## src/rtl/multicycle_ctrl.sv

```systemverilog
// Multicycle control sequencer: ten-state FSM driving datapath selects and strobes,
// plus the NZCV flag register and ARM condition evaluation.
module multicycle_ctrl #(
    parameter int STATE_W = 4
) (
    input  logic        clk,
    input  logic        reset,
    input  logic [31:0] Instr,
    input  logic [3:0]  ALUFlags,
    output logic        PCWrite,
    output logic        IRWrite,
    output logic        MemWrite,
    output logic        RegWrite,
    output logic        AdrSrc,
    output logic [1:0]  ResultSrc,
    output logic        ALUSrcA,
    output logic [1:0]  ALUSrcB,
    output logic [1:0]  ALUControl,
    output logic [1:0]  ImmSrc,
    output logic [1:0]  RegSrc,
    output logic [3:0]  Flags
);

    typedef enum logic [STATE_W-1:0] {
        FETCH, DECODE, MEMADR, MEMRD, MEMWB, MEMWR, EXECR, EXECI, ALUWB, BRANCH
    } state_t;

    localparam logic [1:0] ALU_ADD = 2'b00;
    localparam logic [1:0] ALU_SUB = 2'b01;
    localparam logic [1:0] ALU_AND = 2'b10;
    localparam logic [1:0] ALU_ORR = 2'b11;

    state_t      state;
    state_t      state_next;
    state_t      out_state;
    logic        cond_ex;
    logic        cond_true;
    logic [1:0]  op;
    logic [5:0]  funct;
    logic [3:0]  cond;
    logic [1:0]  cmd_ctl;
    logic        cmd_valid;
    logic        cmd_writes;
    logic        cmd_arith;
    logic        flag_load;

    assign op    = Instr[27:26];
    assign funct = Instr[25:20];
    assign cond  = Instr[31:28];

    always_comb begin
        cond_true = 1'b0;
        unique case (cond)
            4'b0000: cond_true = Flags[2];
            4'b0001: cond_true = !Flags[2];
            4'b0010: cond_true = Flags[1];
            4'b0011: cond_true = !Flags[1];
            4'b0100: cond_true = Flags[3];
            4'b0101: cond_true = !Flags[3];
            4'b0110: cond_true = Flags[0];
            4'b0111: cond_true = !Flags[0];
            4'b1000: cond_true = Flags[1] && !Flags[2];
            4'b1001: cond_true = !Flags[1] || Flags[2];
            4'b1010: cond_true = (Flags[3] == Flags[0]);
            4'b1011: cond_true = (Flags[3] != Flags[0]);
            4'b1100: cond_true = !Flags[2] && (Flags[3] == Flags[0]);
            4'b1101: cond_true = Flags[2] || (Flags[3] != Flags[0]);
            4'b1110: cond_true = 1'b1;
            4'b1111: cond_true = 1'b0;
        endcase
    end

    // Data-processing command decode; unknown commands execute as ADD with no side effects.
    always_comb begin
        cmd_ctl    = ALU_ADD;
        cmd_valid  = 1'b1;
        cmd_writes = 1'b1;
        cmd_arith  = 1'b0;
        case (funct[4:1])
            4'b0100: cmd_arith = 1'b1;
            4'b0010: begin cmd_ctl = ALU_SUB; cmd_arith = 1'b1; end
            4'b1010: begin cmd_ctl = ALU_SUB; cmd_arith = 1'b1; cmd_writes = 1'b0; end
            4'b0000: cmd_ctl = ALU_AND;
            4'b1100: cmd_ctl = ALU_ORR;
            default: begin cmd_valid = 1'b0; cmd_writes = 1'b0; end
        endcase
    end

    assign flag_load = ((state == EXECR) || (state == EXECI)) && funct[0] && cond_ex && cmd_valid;

    // NOTE: sequential state uses non-blocking assignments so every register samples pre-edge values.
    always_ff @(posedge clk) begin
        if (!reset) begin
            state   <= FETCH;
            Flags   <= 4'b0000;
            cond_ex <= 1'b0;
        end else begin
            state <= state_next;
            if (state == DECODE)
                cond_ex <= cond_true;
            if (flag_load) begin
                Flags[3:2] <= ALUFlags[3:2];
                if (cmd_arith)
                    Flags[1:0] <= ALUFlags[1:0];
            end
        end
    end

    always_comb begin
        state_next = FETCH;
        case (state)
            FETCH:  state_next = DECODE;
            DECODE: begin
                case (op)
                    2'b00:   state_next = funct[5] ? EXECI : EXECR;
                    2'b01:   state_next = MEMADR;
                    2'b10:   state_next = BRANCH;
                    default: state_next = FETCH;
                endcase
            end
            MEMADR: state_next = funct[0] ? MEMRD : MEMWR;
            MEMRD:  state_next = MEMWB;
            EXECR,
            EXECI:  state_next = ALUWB;
            default: state_next = FETCH;
        endcase
    end

    // While reset is low the selects show FETCH values and all strobes are held off.
    assign out_state = reset ? state : FETCH;

    // NOTE: every output gets a default before the case so no path can infer a latch.
    always_comb begin
        PCWrite    = 1'b0;
        IRWrite    = 1'b0;
        MemWrite   = 1'b0;
        RegWrite   = 1'b0;
        AdrSrc     = 1'b0;
        ResultSrc  = 2'b00;
        ALUSrcA    = 1'b0;
        ALUSrcB    = 2'b00;
        ALUControl = ALU_ADD;
        ImmSrc     = op;
        RegSrc     = {(op == 2'b01) && !funct[0], op == 2'b10};
        case (out_state)
            FETCH: begin
                IRWrite   = 1'b1;
                PCWrite   = 1'b1;
                ALUSrcA   = 1'b1;
                ALUSrcB   = 2'b10;
                ResultSrc = 2'b10;
            end
            DECODE: begin
                ALUSrcA   = 1'b1;
                ALUSrcB   = 2'b10;
                ResultSrc = 2'b10;
            end
            MEMADR: ALUSrcB = 2'b01;
            MEMRD:  AdrSrc = 1'b1;
            MEMWR: begin
                AdrSrc   = 1'b1;
                MemWrite = cond_ex;
            end
            MEMWB: begin
                ResultSrc = 2'b01;
                RegWrite  = cond_ex;
            end
            EXECR:  ALUControl = cmd_ctl;
            EXECI: begin
                ALUSrcB    = 2'b01;
                ALUControl = cmd_ctl;
            end
            ALUWB:  RegWrite = cond_ex && cmd_writes;
            BRANCH: begin
                ALUSrcB   = 2'b01;
                ResultSrc = 2'b10;
                PCWrite   = cond_ex;
            end
            default: ;
        endcase
        if (!reset) begin
            PCWrite  = 1'b0;
            IRWrite  = 1'b0;
            MemWrite = 1'b0;
            RegWrite = 1'b0;
        end
    end

endmodule

```

## config.mk

```make
export PLATFORM = sky130hd
export DESIGN_NAME = multicycle_ctrl
export DESIGN_NICKNAME = d
export VERILOG_FILES = /design/src/rtl/multicycle_ctrl.sv
export SDC_FILE = /design/constraint.sdc
export NUM_CORES = 1
export LEC_CHECK = 0
export CAP_MARGIN = 20
export CELL_PAD_IN_SITES_DETAIL_PLACEMENT = 0
export CELL_PAD_IN_SITES_GLOBAL_PLACEMENT = 1
export CORE_ASPECT_RATIO = 2
export CORE_MARGIN = 2
export CORE_UTILIZATION = 22
export DETAILED_ROUTE_END_ITERATION = 6
export PLACE_DENSITY = 0.81
export SYNTH_ARGS = -nofsm -noshare
export SYNTH_HDL_FRONTEND = slang
export SYNTH_SLANG_ARGS = --single-unit
```

## constraint.sdc

```tcl
create_clock -name clk -period 1.9 [get_ports clk]
set_input_delay 0.38 -clock clk [delete_from_list [all_inputs] [get_ports clk]]
set_output_delay 0.38 -clock clk [all_outputs]
set_load 0.1 [all_outputs]
```

==> results of run 1 <==
==> cells by family after synthesis <==
kind of cell | count (synthesis)
compound gates | 19
simple gates | 50
mux | 5
buf+inv | 11
flops | 9
xor+xnor | 6
==> worst paths after layout <==
kind,end,slack [ns],cells past startpoint
max,ALUControl[0],0.02,5
min,state[2],0.59,2
max reg2reg,Flags[1],0.33,5
min reg2reg,state[2],0.59,2
==> placed cells by master (no fill, tap or decap), types with 3 or more instances in the layout <==
cell type and n:
o21ai_0 4, nand3_1 3, inv_1 3, nor3_4 4, xor2_1 3, a21oi_1 4, buf_12 20, dfxtp_1 6
mux2i_1 5, buf_4 24, nor3_1 3, dlygate4sd2_1 3, nand2_1 6, or3b_2 3, dfxtp_4 3, nor2b_1 4
clkdlybuf4s50_1 12, xnor2_1 3, nor2_1 4, buf_6 5, nand3b_1 3, clkbuf_8 3
==> layout make-up <==
class                      instances  area share
timing repair buffer              66       0.435
multi-input combinational         80       0.396
sequential                         9       0.104
tap                               48      0.0325
clock buffer                       4      0.0244
inverter                           4     0.00812
==> power groups by stage <==
| stage | Combinational, mW | Sequential (mW) | Clock [mW] |
|---|---|---|---|
| 2_1_floorplan | 0.236 | 0.210 | 0 |
| 4_1_cts | 0.417 | 0.213 | 0.228 |
| 3_3_place_gp | 0.379 | 0.217 | 0 |
| 6_report | 0.421 | 0.212 | 0.226 |
| 3_5_place_dp | 0.386 | 0.217 | 0 |
| 5_1_grt | 0.442 | 0.213 | 0.235 |
==> flip-flops by register name, indices dropped and copies added (netlist names) <==
register	flops
state	4
cond_ex	1
Flags	4
==> timing repair <==
| action | 4_1_cts | 5_1_grt |
|---|---|---|
| setup buffers | 11 | 2 |
| gates resized for setup | 23 | 2 |
| endpoints found under the setup margin | 7 | 4 |
| pin swaps | 5 | 2 |
==> per-stage QoR <==
stage	power, mW	TNS (ns)	cell area (sq um)	hold slack (ns)
final	0.859	0	1850	0.593
after global placement	0.596	-2.03	1630	0.583
after global routing	0.890	-0.0190	1850	0.620
after detailed placement	0.604	-2.31	1630	0.613
after floorplan	0.446	-0.787	952	0.529
after CTS	0.857	-0.000792	1830	0.608
==> routing by layer <==
metal	global-route usage	part of all wire	up-vias
li1	-	-	490
met1	0.153	0.33	468
met2	0.306	0.60	33
met3	0.0184	0.049	6
met4	0.0597	0.016	0
met5	0	0	-
==> worst max-delay path: cells and delay by family (launching register included) <==
family / cells / cell delay (ns)
AOI/OAI and AO/OA: 1 / 0.13
DFF: 1 / 0.38
and+or+nand+nor: 2 / 0.37
buffers and inverters: 2 / 0.40
==> qor.yml, run 1 <==
synth_fa_ha_area_frac: 0
vias: 997
swShare: 0.385
crit_path_max_incr_delay_ns: 0.38
place_hpwl_microns: 2190
synthArstFlopShare: 0
ir_worst_vdd_uv: 535
synth_edf_count: 0
critPathLaunchType: "flip-flop"
maxSlewViolCount: 0
crit_chain: "nor2b_4 -> nand4b_1 -> buf_4 -> a21oi_4 -> buf_12"
cts-buffers-inserted: 3
grt-ovfl-total: 0
avgViaCountPerCell: 4.73
cp.arrival_ns: 1.50
io_pins: 58
slew_headroom: 0.771
synth_area_leaders: "dfxtp_1 (23%), mux2i_1 (6.4%), nor2b_1 (4.8%)"
start_util: 0.230
clockPowerShare: 0.263
synthTopCellsByCount: "dfxtp_1 (9), nor3_1 (7), a21oi_1 (6), nand2_1 (6), nor2b_1 (6)"
grt_antenna_before_repair: 0
combPwrFrac: 0.490
postRouteAntennaNets: 0
drtIter0Drc: 23
cts_tree: "built"
end_kind: "primary output"
coreArea_sq_um: 3420
synth_cell_types: 32
clock_sinks: 9
critPathLaunch: "state[2]"
grt_pass1_wl_microns: 4750
grt_pass1_vias: 1071
final_cells: 211
wl_per_cell_microns: 13.7
pre_cts_ws_ns: -0.311
synth_top_flop_cell: "dfxtp_1"
hp-class: "flip-flop to flip-flop"
fmax_ghz: 0.531
post_synth.cell_area_avg_sq_um: 7.85
multi_input_area_sq_um: 733
port_buffers: 37
power.switching_mw: 0.331
synth_most_common_cell: "dfxtp_1"
die-area_sq_um: 4090
outcome: "finished, final reports clean"
die_w_microns: 46.2
synth_xor_area_frac: 0.0670
synth-simple-area-share: 0.397
crit_fanout: 6
diodes: 0
pwr_density_cell_nw_per_um2: 464
routed_wl_microns: 2890
clockRootBuffer: "clkbuf_8"
area_growth_pct: 136
syn-num-nets: 138
synth_top_area_share: 0.230
synth_area_sq_um: 785
hold_start: "state[1]"
drive_above_1_share: 0.497
gp_congestion: 0.768
synth_top_family_by_area: "simple AND/OR/NAND/NOR gates"
final_util: 0.541
synth-compound-area-share: 0.180
worstMarginPinSlew_ns: 0.344
required_ns: 1.52
synth_warnings: 0
cp_slowest_cell: "dfxtp_4"
period_share: 0.992
power_leakage_nw: 0.720
path_clk_slew_ns: 0.05
syn_inst: 100
fin_worst_skew_ns: 0.00476
fp.dieH_microns: 88.5
rsz0062_at_grt: "yes"
reg2reg_from: "state[3]"
fin_crit_ns: 1.88
drtPass1Iterations: 4
ys_seq_area_frac: 0.230
synth.area.mux_share: 0.0638
cts_buffer_depth: 2
final_hold_viol_count: 0
register_area_sq_um: 191
num_rows: 30
holdBufCountCts: 0
seqPwrFrac: 0.247
setup_viol_count_final: 0
grt_start_max_net_pins: 16
fin_nets: 202
drc: 0
post-synth-top-area-cell: "dfxtp_1"
grt_use_total: 0.156
dp.cells: 194
critPathKind: "flip-flop to primary output"
clock_latency_ns: 0.24
fill_cells: 304
htreeDepth: 1
worst_slack_ns: 0.0158
drv_cap: 0
p_int_mw: 0.528
synth-seq-cells: 9
(Power assumes the default switching activity.)
==> run 2: changes to the inputs <==
CAP_MARGIN = default   (was 20)
==> results of run 2 <==
The final DEF is identical to that of run 1; final timing and power are the same.
